## src/rtl/seq_det_pkg.sv

```systemverilog
// rtl/seq_det_pkg.sv - shared constants and elaboration-time transition function for seq_detector_param
package seq_det_pkg;

    localparam int SEQ_DET_LEN_MIN   = 2;
    localparam int SEQ_DET_LEN_MAX   = 32;
    localparam int SEQ_DET_CNT_W_MIN = 1;
    localparam int SEQ_DET_CNT_W_MAX = 32;

    function automatic int seq_det_state_w(input int len);
        return (len <= 2) ? 1 : $clog2(len);
    endfunction

    // Next matched-prefix length after accepting in_bit in the given state.
    // A full match restarts from the longest proper border (overlap) or from 0.
    function automatic int seq_det_next_state(input logic [31:0] pattern, input int len,
                                              input int state, input logic in_bit,
                                              input bit overlap);
        int   cap;
        int   idx;
        logic sb;
        logic ok;
        if (state == len - 1 && in_bit == pattern[len-1-state] && !overlap)
            return 0;
        cap = (state + 1 < len - 1) ? state + 1 : len - 1;
        for (int k = cap; k >= 1; k--) begin
            ok = 1'b1;
            for (int j = 0; j < k; j++) begin
                idx = state + 1 - k + j;
                sb  = (idx == state) ? in_bit : pattern[len-1-idx];
                if (sb != pattern[len-1-j])
                    ok = 1'b0;
            end
            if (ok)
                return k;
        end
        return 0;
    endfunction

endpackage

```

## src/rtl/seq_det_match_counter.sv

```systemverilog
// rtl/seq_det_match_counter.sv - saturating match counter with synchronous clear priority
module seq_det_match_counter #(
    parameter int CNT_W = 8
) (
    input  logic             clk,
    input  logic             rst,
    input  logic             clr_i,
    input  logic             inc_i,
    output logic [CNT_W-1:0] cnt_o
);

    localparam logic [CNT_W-1:0] CNT_MAX = {CNT_W{1'b1}};

    logic [CNT_W-1:0] cnt_q;
    logic [CNT_W-1:0] cnt_d;

    always_comb begin
        cnt_d = cnt_q;
        if (clr_i)
            cnt_d = '0;
        else if (inc_i && cnt_q != CNT_MAX)
            cnt_d = cnt_q + 1'b1;
    end

    always_ff @(posedge clk or posedge rst) begin
        if (rst)
            cnt_q <= '0;
        else
            cnt_q <= cnt_d;
    end

    assign cnt_o = cnt_q;

endmodule

```

## src/rtl/seq_detector_param.sv

```systemverilog
// rtl/seq_detector_param.sv - parametrised serial pattern detector; SEQDET_MATCH_COUNTER_EN builds match_cnt
module seq_detector_param
    import seq_det_pkg::*;
#(
    parameter int                     PATTERN_LEN = 4,
    parameter logic [PATTERN_LEN-1:0] PATTERN     = 4'b1101,
    parameter bit                     OVERLAP     = 1'b1,
    parameter int                     CNT_W       = 8,
    localparam int                    SW          = seq_det_state_w(PATTERN_LEN)
) (
    input  logic             clk,
    input  logic             rst,
    input  logic             x,
    input  logic             in_valid,
    input  logic             cnt_clr,
    output logic             y,
    output logic [CNT_W-1:0] match_cnt,
    output logic [SW-1:0]    state_out
);

    localparam logic [SW-1:0] LAST = SW'(PATTERN_LEN - 1);

    if (PATTERN_LEN < SEQ_DET_LEN_MIN || PATTERN_LEN > SEQ_DET_LEN_MAX) begin : g_bad_len
        $error("seq_detector_param: PATTERN_LEN out of range");
    end
    if (CNT_W < SEQ_DET_CNT_W_MIN || CNT_W > SEQ_DET_CNT_W_MAX) begin : g_bad_cnt_w
        $error("seq_detector_param: CNT_W out of range");
    end

    // Transition table and expected-bit table are constants fixed at elaboration.
    logic [SW-1:0] next_on0 [PATTERN_LEN];
    logic [SW-1:0] next_on1 [PATTERN_LEN];
    logic          exp_bit  [PATTERN_LEN];

    for (genvar s = 0; s < PATTERN_LEN; s++) begin : g_tbl
        localparam int N0 = seq_det_next_state(32'(PATTERN), PATTERN_LEN, s, 1'b0, OVERLAP);
        localparam int N1 = seq_det_next_state(32'(PATTERN), PATTERN_LEN, s, 1'b1, OVERLAP);
        assign next_on0[s] = SW'(N0);
        assign next_on1[s] = SW'(N1);
        assign exp_bit[s]  = PATTERN[PATTERN_LEN-1-s];
    end

    logic [SW-1:0] state_q;
    logic [SW-1:0] state_d;
    logic          y_q;
    logic          match;

    assign match   = in_valid && (state_q == LAST) && (x == exp_bit[state_q]);
    assign state_d = x ? next_on1[state_q] : next_on0[state_q];

    always_ff @(posedge clk or posedge rst) begin
        if (rst) begin
            state_q <= '0;
            y_q     <= 1'b0;
        end else begin
            y_q <= match;
            if (in_valid)
                state_q <= state_d;
        end
    end

    assign y         = y_q;
    assign state_out = state_q;

`ifdef SEQDET_MATCH_COUNTER_EN
    seq_det_match_counter #(
        .CNT_W (CNT_W)
    ) u_match_counter (
        .clk   (clk),
        .rst   (rst),
        .clr_i (cnt_clr),
        .inc_i (match),
        .cnt_o (match_cnt)
    );
`else
    logic unused_cnt_clr;
    assign unused_cnt_clr = cnt_clr;
    assign match_cnt      = '0;
`endif

endmodule

```

## config.mk

```make
export PLATFORM = sky130hd
export DESIGN_NAME = seq_detector_param
export DESIGN_NICKNAME = d
export VERILOG_FILES = /design/src/rtl/seq_det_pkg.sv /design/src/rtl/seq_det_match_counter.sv /design/src/rtl/seq_detector_param.sv
export SDC_FILE = /design/constraint.sdc
export NUM_CORES = 1
export LEC_CHECK = 0
export CAP_MARGIN = 10
export CORE_AREA = 5 5 42 44
export DETAILED_ROUTE_END_ITERATION = 16
export DIE_AREA = 0 0 47 49
export HOLD_SLACK_MARGIN = 0.03
export PLACE_DENSITY_LB_ADDON = 0.25
export SYNTH_ARGS = -nofsm -noshare
export SYNTH_HDL_FRONTEND = slang
export SYNTH_SLANG_ARGS = --single-unit
```

## constraint.sdc

```tcl
create_clock -name clk -period 3.42 [get_ports clk]
set_input_delay 0.684 -clock clk [delete_from_list [all_inputs] [get_ports clk]]
set_output_delay 0.684 -clock clk [all_outputs]
set_load 0.05 [all_outputs]
```

==> results.md, run 1 <==
* Outcome: completed
* Worst hold-check path type: input port to async pin
* GRT Total Usage at 0.0543
* Synth unique cells at 14
* Initial DRC Count at 2
* First-pass GRT wire length at 821 um
* Cell taking the most area after synthesis: dfrtp_1
* CP Max Fanout at 7
* Yosys warnings at 0
* F_max at 453 MHz
* Final core utilization at 0.241
* CP arrival at 1530 ps
* Largest net degree at the start of global routing at 8
* Synth top area share at 0.283
* Die H at 49 um
* Crit Path Category: flip-flop to primary output
* Avg WL per Cell at 9.08 um
* Initial DRT Pass Iterations at 2
* Initial antenna violation count at 0
* Cts hold-fix bufs at 0
* Area growth, synth to finish at 27.4%
* Final number of max-transition violations at 0
* Post-route ant nets at 0
* Period utilisation layout at 0.646
* Buf/Inv on CP at 1
* Crit path cell chain: clkdlybuf4s50_1
* Final hold vios at 0
* Worst path max stage delay at 840 ps
* Worst path slowest cell: clkdlybuf4s50_1
* Post-synthesis register bit count at 3
* Layout net count at 45
* Most common cell in the netlist: buf_4
* Vias/cell at 3.58
* Worst skew pair latency at 230 ps
* Worst VDD drop at 191 uV
* Share of layout cells above drive strength 1 at 0.167
* PostCTS Resize Cnt at 0
* Die X-Extent at 47 um
* ANT cells at 0
* Syn avg cell area at 9.82 sq um
* Vias in the first global route at 201
* Vias at 186
* P per Cell Area at 869 mW/mm^2
* Grt met1 use at 0.0485
* Area of the core at 0.00140 sq mm
* Synth async-reset ratio at 1.00
* Global-route track usage on met3 at 0.0480
* Hold slack at 620 ps
* Total CTS buffers at 3
* CTS H-tree lvls at 1
* Finish-stage setup viols at 0
* DRC viols at 0
* Clock transition at path regs at 40 ps
* Final min period at 2210 ps
* RSZ-0062 raised after global routing: false
* Maximum capacitance violations at 0
* Required time of the critical path at 2740 ps
* Crit end category: primary output
* Type of origin of the critical path: flip-flop
* Port Buffers at 6
* Initial core utilization at 0.189
* Die area at 0.00230 sq mm
* Synth Cell Area at 265 sq um
* Grt ovf at 0
* Global route hottest layer: met2
* # IOs at 16
* Cells after synthesis at 27
* Register area share after synthesis at 0.283
* CTS tree: done
* Synth top area cells: dfrtp_1 28%, buf_4 23%, ha_1 14%
* WL final at 472 um
* GPL Wtd Cong at 0.612
* # rows at 14
* Final setup TNS at 0 ps
* Setup bufs post-CTS at 0
* Synth cell count leaders: 8 x buf_4, 3 x dfrtp_1, 3 x ha_1, 3 x inv_1
* Leak at 0.175 nW
* Post-synth EDFFs at 0
* Max clock buf depth at 2
* Top_reg_cell synth: dfrtp_1
* Clock Skews at 3.30 ps
* Cell family with most CP delay: buffers and inverters
* Met2 GRT Util at 0.0747
* Clock Sinks at 3
* Clk Tree Root Cell: clkbuf_4
-- flip-flops by register name, summed over array words and instances, names as in the netlist --
name	flops
state_out	2
y	1
-- logic make-up after synthesis --
group,after synthesis,synth area share
buffers and inverters,11,0.269
and+or+nand+nor,4,0.118
xor gates and xnor gates,1,0.0330
DFF,3,0.283
adders and majority gates,3,0.142
AOI/OAI and AO/OA,3,0.104
muxes,1,0.0377
other,1,0.0141
-- cell usage in the layout, fill, tap and decap left out --
master           netlist  final
ha_1                   3      3
mux2i_1                1      1
dfrtp_1                3      3
a21bo_1                1      1
nor3b_1                1      1
clkdlybuf4s50_1        0      6
xor2_1                 1      1
nor2_1                 1      1
inv_1                  3      3
conb_1                 1      8
and4bb_2               1      1
clkbuf_1               0      1
clkbuf_4               0      3
a211oi_2               1      1
and3_2                 1      1
a21oi_1                1      1
-- area by class of cell --
type | instances | area [sq um]
clock buffers | 4 | 26.3
inverters | 3 | 11.3
repair buffers | 6 | 60.1
well taps | 16 | 20.0
fillers | 162 | 1060
multi-input cells | 20 | 145
flip-flops and latches | 3 | 75.1
-- worst paths after layout --
check / slack [ps] / end / start / depth (start not counted)
setup reg to reg: 2240 / y / state_out[1] / 3
max in group asynchronous: 2670 / state_out[1] / rst / 2
hold / removal: 620 / state_out[0] / rst / 2
min in group clk: 630 / state_out[0] / state_out[0] / 2
setup / recovery: 1210 / state_out[1] / state_out[1] / 1
hold reg to reg: 630 / state_out[0] / state_out[0] / 2
-- metal layers --
metal | share of wire | wire [um]
met1 | 0.35 | 166
met2 | 0.50 | 235
met3 | 0.14 | 66
met4 | 0.0085 | 4
met5 | 0 | 0
-- through the flow --
stage | setup slack, ps | std cells | power [mW] | cell area, sq um
final | 1210 | 52 | 0.293 | 338
after global placement | 1460 | 48 | 0.228 | 312
after detailed placement | 1460 | 48 | 0.232 | 312
after floorplan | 1910 | 34 | 0.192 | 292
after global routing | 1160 | 52 | 0.318 | 338
after CTS | 1200 | 52 | 0.299 | 338
-- power by group --
part	switching [mW]	internal, mW	leakage (nW)	total (mW)
logic	0.107	0.0580	0.124	0.165
registers	0.0168	0.0497	0.0368	0.0665
clock network	0.0187	0.0438	0.0150	0.0624
Note: power is estimated with default switching activity, not from simulation.
==> inputs of run 2 (changes only) <==
- clock period: 3.42 -> 1.85 ns (I/O delays scaled with it)
==> run 2 against run 1 <==
  * Via count shrank 2.2%
  * Clock power grew 79%
  * Register-to-register slack lost 1600 ps
  * First-iteration DRC count is the same
  * Sequential share of layout area grew 0.33 points
  * Global-route usage shrank 0.77 points
  * Non-clock buffer count is the same
  * Largest power group unchanged
  * Sequential power grew 86%
  * Critical endpoint is now y
  * Utilization shrank 0.36 points
  * Die area is the same
==> results.md, run 2 (same netlist as run 1, synthesis figures left out) <==
* Setup bufs post-CTS at 0 (unchanged)
* Final hold vios at 0 (unchanged)
* Area growth, synth to finish at 25.5% (was 27.4%)
* P per Cell Area at 1610 mW/mm^2 (was 869 mW/mm^2)
* Buf/Inv on CP at 1 (unchanged)
* CTS H-tree lvls at 1 (unchanged)
* Die X-Extent at 47 um (unchanged)
* Maximum capacitance violations at 0 (unchanged)
* DP Worst Slack at 374 ps (was 1460 ps)
* Crit end category: primary output (unchanged)
* Vias in the first global route at 189 (was 201)
* # rows at 14 (unchanged)
* Max clock buf depth at 2 (unchanged)
* Largest register FFs at 2 (unchanged)
* Clock Sinks at 3 (unchanged)
* Die H at 49 um (unchanged)
* Worst VDD drop at 300 uV (was 191 uV)
* Final number of max-transition violations at 0 (unchanged)
* Crit Path Category: flip-flop to primary output (unchanged)
* # IOs at 16 (unchanged)
* Area occupied by multi-input gates at 145 sq um (unchanged)
* Worst skew pair latency at 230 ps (about the same)
* Type of origin of the critical path: flip-flop (unchanged)
* Worst hold-check path type: input port to async pin (unchanged)
* Clock Skews at 1.70 ps (was 3.30 ps)
* Layout net count at 45 (unchanged)
* First-pass GRT wire length at 703 um (was 821 um)
* Initial DRT Pass Iterations at 2 (unchanged)
* Cts hold-fix bufs at 0 (unchanged)
* PostCTS Resize Cnt at 0 (unchanged)
* Sequential standard cell area at 75.1 sq um (unchanged)
* Share of layout cells above drive strength 1 at 0.222 (was 0.167)
* Final setup TNS at 0 ps (unchanged)
* Cell family with most CP delay: buffers and inverters (unchanged)
* Vias/cell at 3.50 (was 3.58)
* Fillers at 163 (was 162)
* GPL Wtd Cong at 0.613 (was 0.612)
* Period utilisation layout at 0.920
* Clk Tree Root Cell: clkbuf_4 (unchanged)
* RSZ-0062 raised after global routing: false (unchanged)
* Total CTS buffers at 3 (unchanged)
* Grt ovf at 0 (unchanged)
* Setup WS post-layout at 148 ps (was 1210 ps)
* DRC viols at 0 (unchanged)
* Final min period at 1700 ps
* Worst path slowest cell: clkdlybuf4s50_1 (unchanged)
* F_max at 588 MHz
* Initial antenna violation count at 0 (unchanged)
* Crit path cell chain: clkdlybuf4s50_1 (unchanged)
* Die area at 0.00230 sq mm (unchanged)
* Required time of the critical path at 1480 ps (was 2740 ps)
* Outcome: completed (unchanged)
* ANT cells at 0 (unchanged)
* Leak at 0.177 nW (was 0.175 nW)
* WL final at 506 um (was 472 um)
* Post-route ant nets at 0 (unchanged)
* Avg WL per Cell at 9.73 um (was 9.08 um)
* Hold slack at 315 ps (was 620 ps)
* Area of the core at 0.00140 sq mm (unchanged)
* Vias at 182 (was 186)
* Tot Pwr at 0.537 mW (was 0.293 mW)
* CTS tree: done (unchanged)
* CP arrival at 1330 ps (was 1530 ps)
* Most frequent cells in the layout: 8 x conb_1, 4 x clkdlybuf4s50_1 (was 8 x conb_1, 6 x clkdlybuf4s50_1)
* Initial core utilization at 0.189 (unchanged)
* Clock transition at path regs at 40 ps (about the same)
* Initial DRC Count at 2 (unchanged)
* Worst path max stage delay at 790 ps (was 840 ps)
* Most common cell after layout, fill and taps aside: conb_1 (unchanged)
* GRT Total Usage at 0.0465 (was 0.0543)
* CP Max Fanout at 1 (was 7)
* Port Buffers at 6 (unchanged)
* Largest net degree at the start of global routing at 8 (unchanged)
* Finish-stage setup viols at 0 (unchanged)
-- run 2: cell types whose count changed in the layout (fill, tap and decap cells not counted), sizes merged --
cell           change
clkdlybuf4s50      -2
buf                +2
-- run 2: path summary, 6_finish.rpt --
kind,start,to,slack [ps],cells after the start
min reg2reg,state_out[0],state_out[0],640,2
max reg2reg,state_out[1],state_out[0],640,4
max,y,y,150,1
min,rst,state_out[1],320,2
max in group asynchronous,rst,y,1400,2
min in group clk,state_out[0],state_out[0],640,2
-- run 2: final cells by class --
type | instances | share of cell area
well taps | 16 | 0.0602
repair buffers | 6 | 0.165
multi-input cells | 20 | 0.436
clock buffers | 4 | 0.0789
inverters | 3 | 0.0338
flip-flops and latches | 3 | 0.226
-- run 2: metrics by stage --
stage / cells / area [sq um] / util
3_5_place_dp: 48 / 307 / 0.219
3_3_place_gp: 48 / 307 / 0.219
2_1_floorplan: 34 / 292 / -
5_1_grt: 52 / 333 / 0.238
4_1_cts: 52 / 333 / 0.238
6_report: 52 / 333 / 0.238
-- run 2: power breakdown --
part | internal [mW] | leakage [nW] | total, mW | switching (mW)
clock network | 0.0807 | 0.0150 | 0.112 | 0.0316
logic | 0.0994 | 0.125 | 0.301 | 0.201
registers | 0.0920 | 0.0368 | 0.124 | 0.0322
total | 0.272 | 0.177 | 0.537 | 0.265
-- run 2: layer usage --
metal,share of wire,GRT usage,vias to the layer above,wire [um]
met1,0.31,0.0309,84,159
met2,0.51,0.0701,9,258
met4,0,0.0645,0,0
li1,-,-,89,-
met3,0.17,0.0258,0,88
met5,0,0,-,0
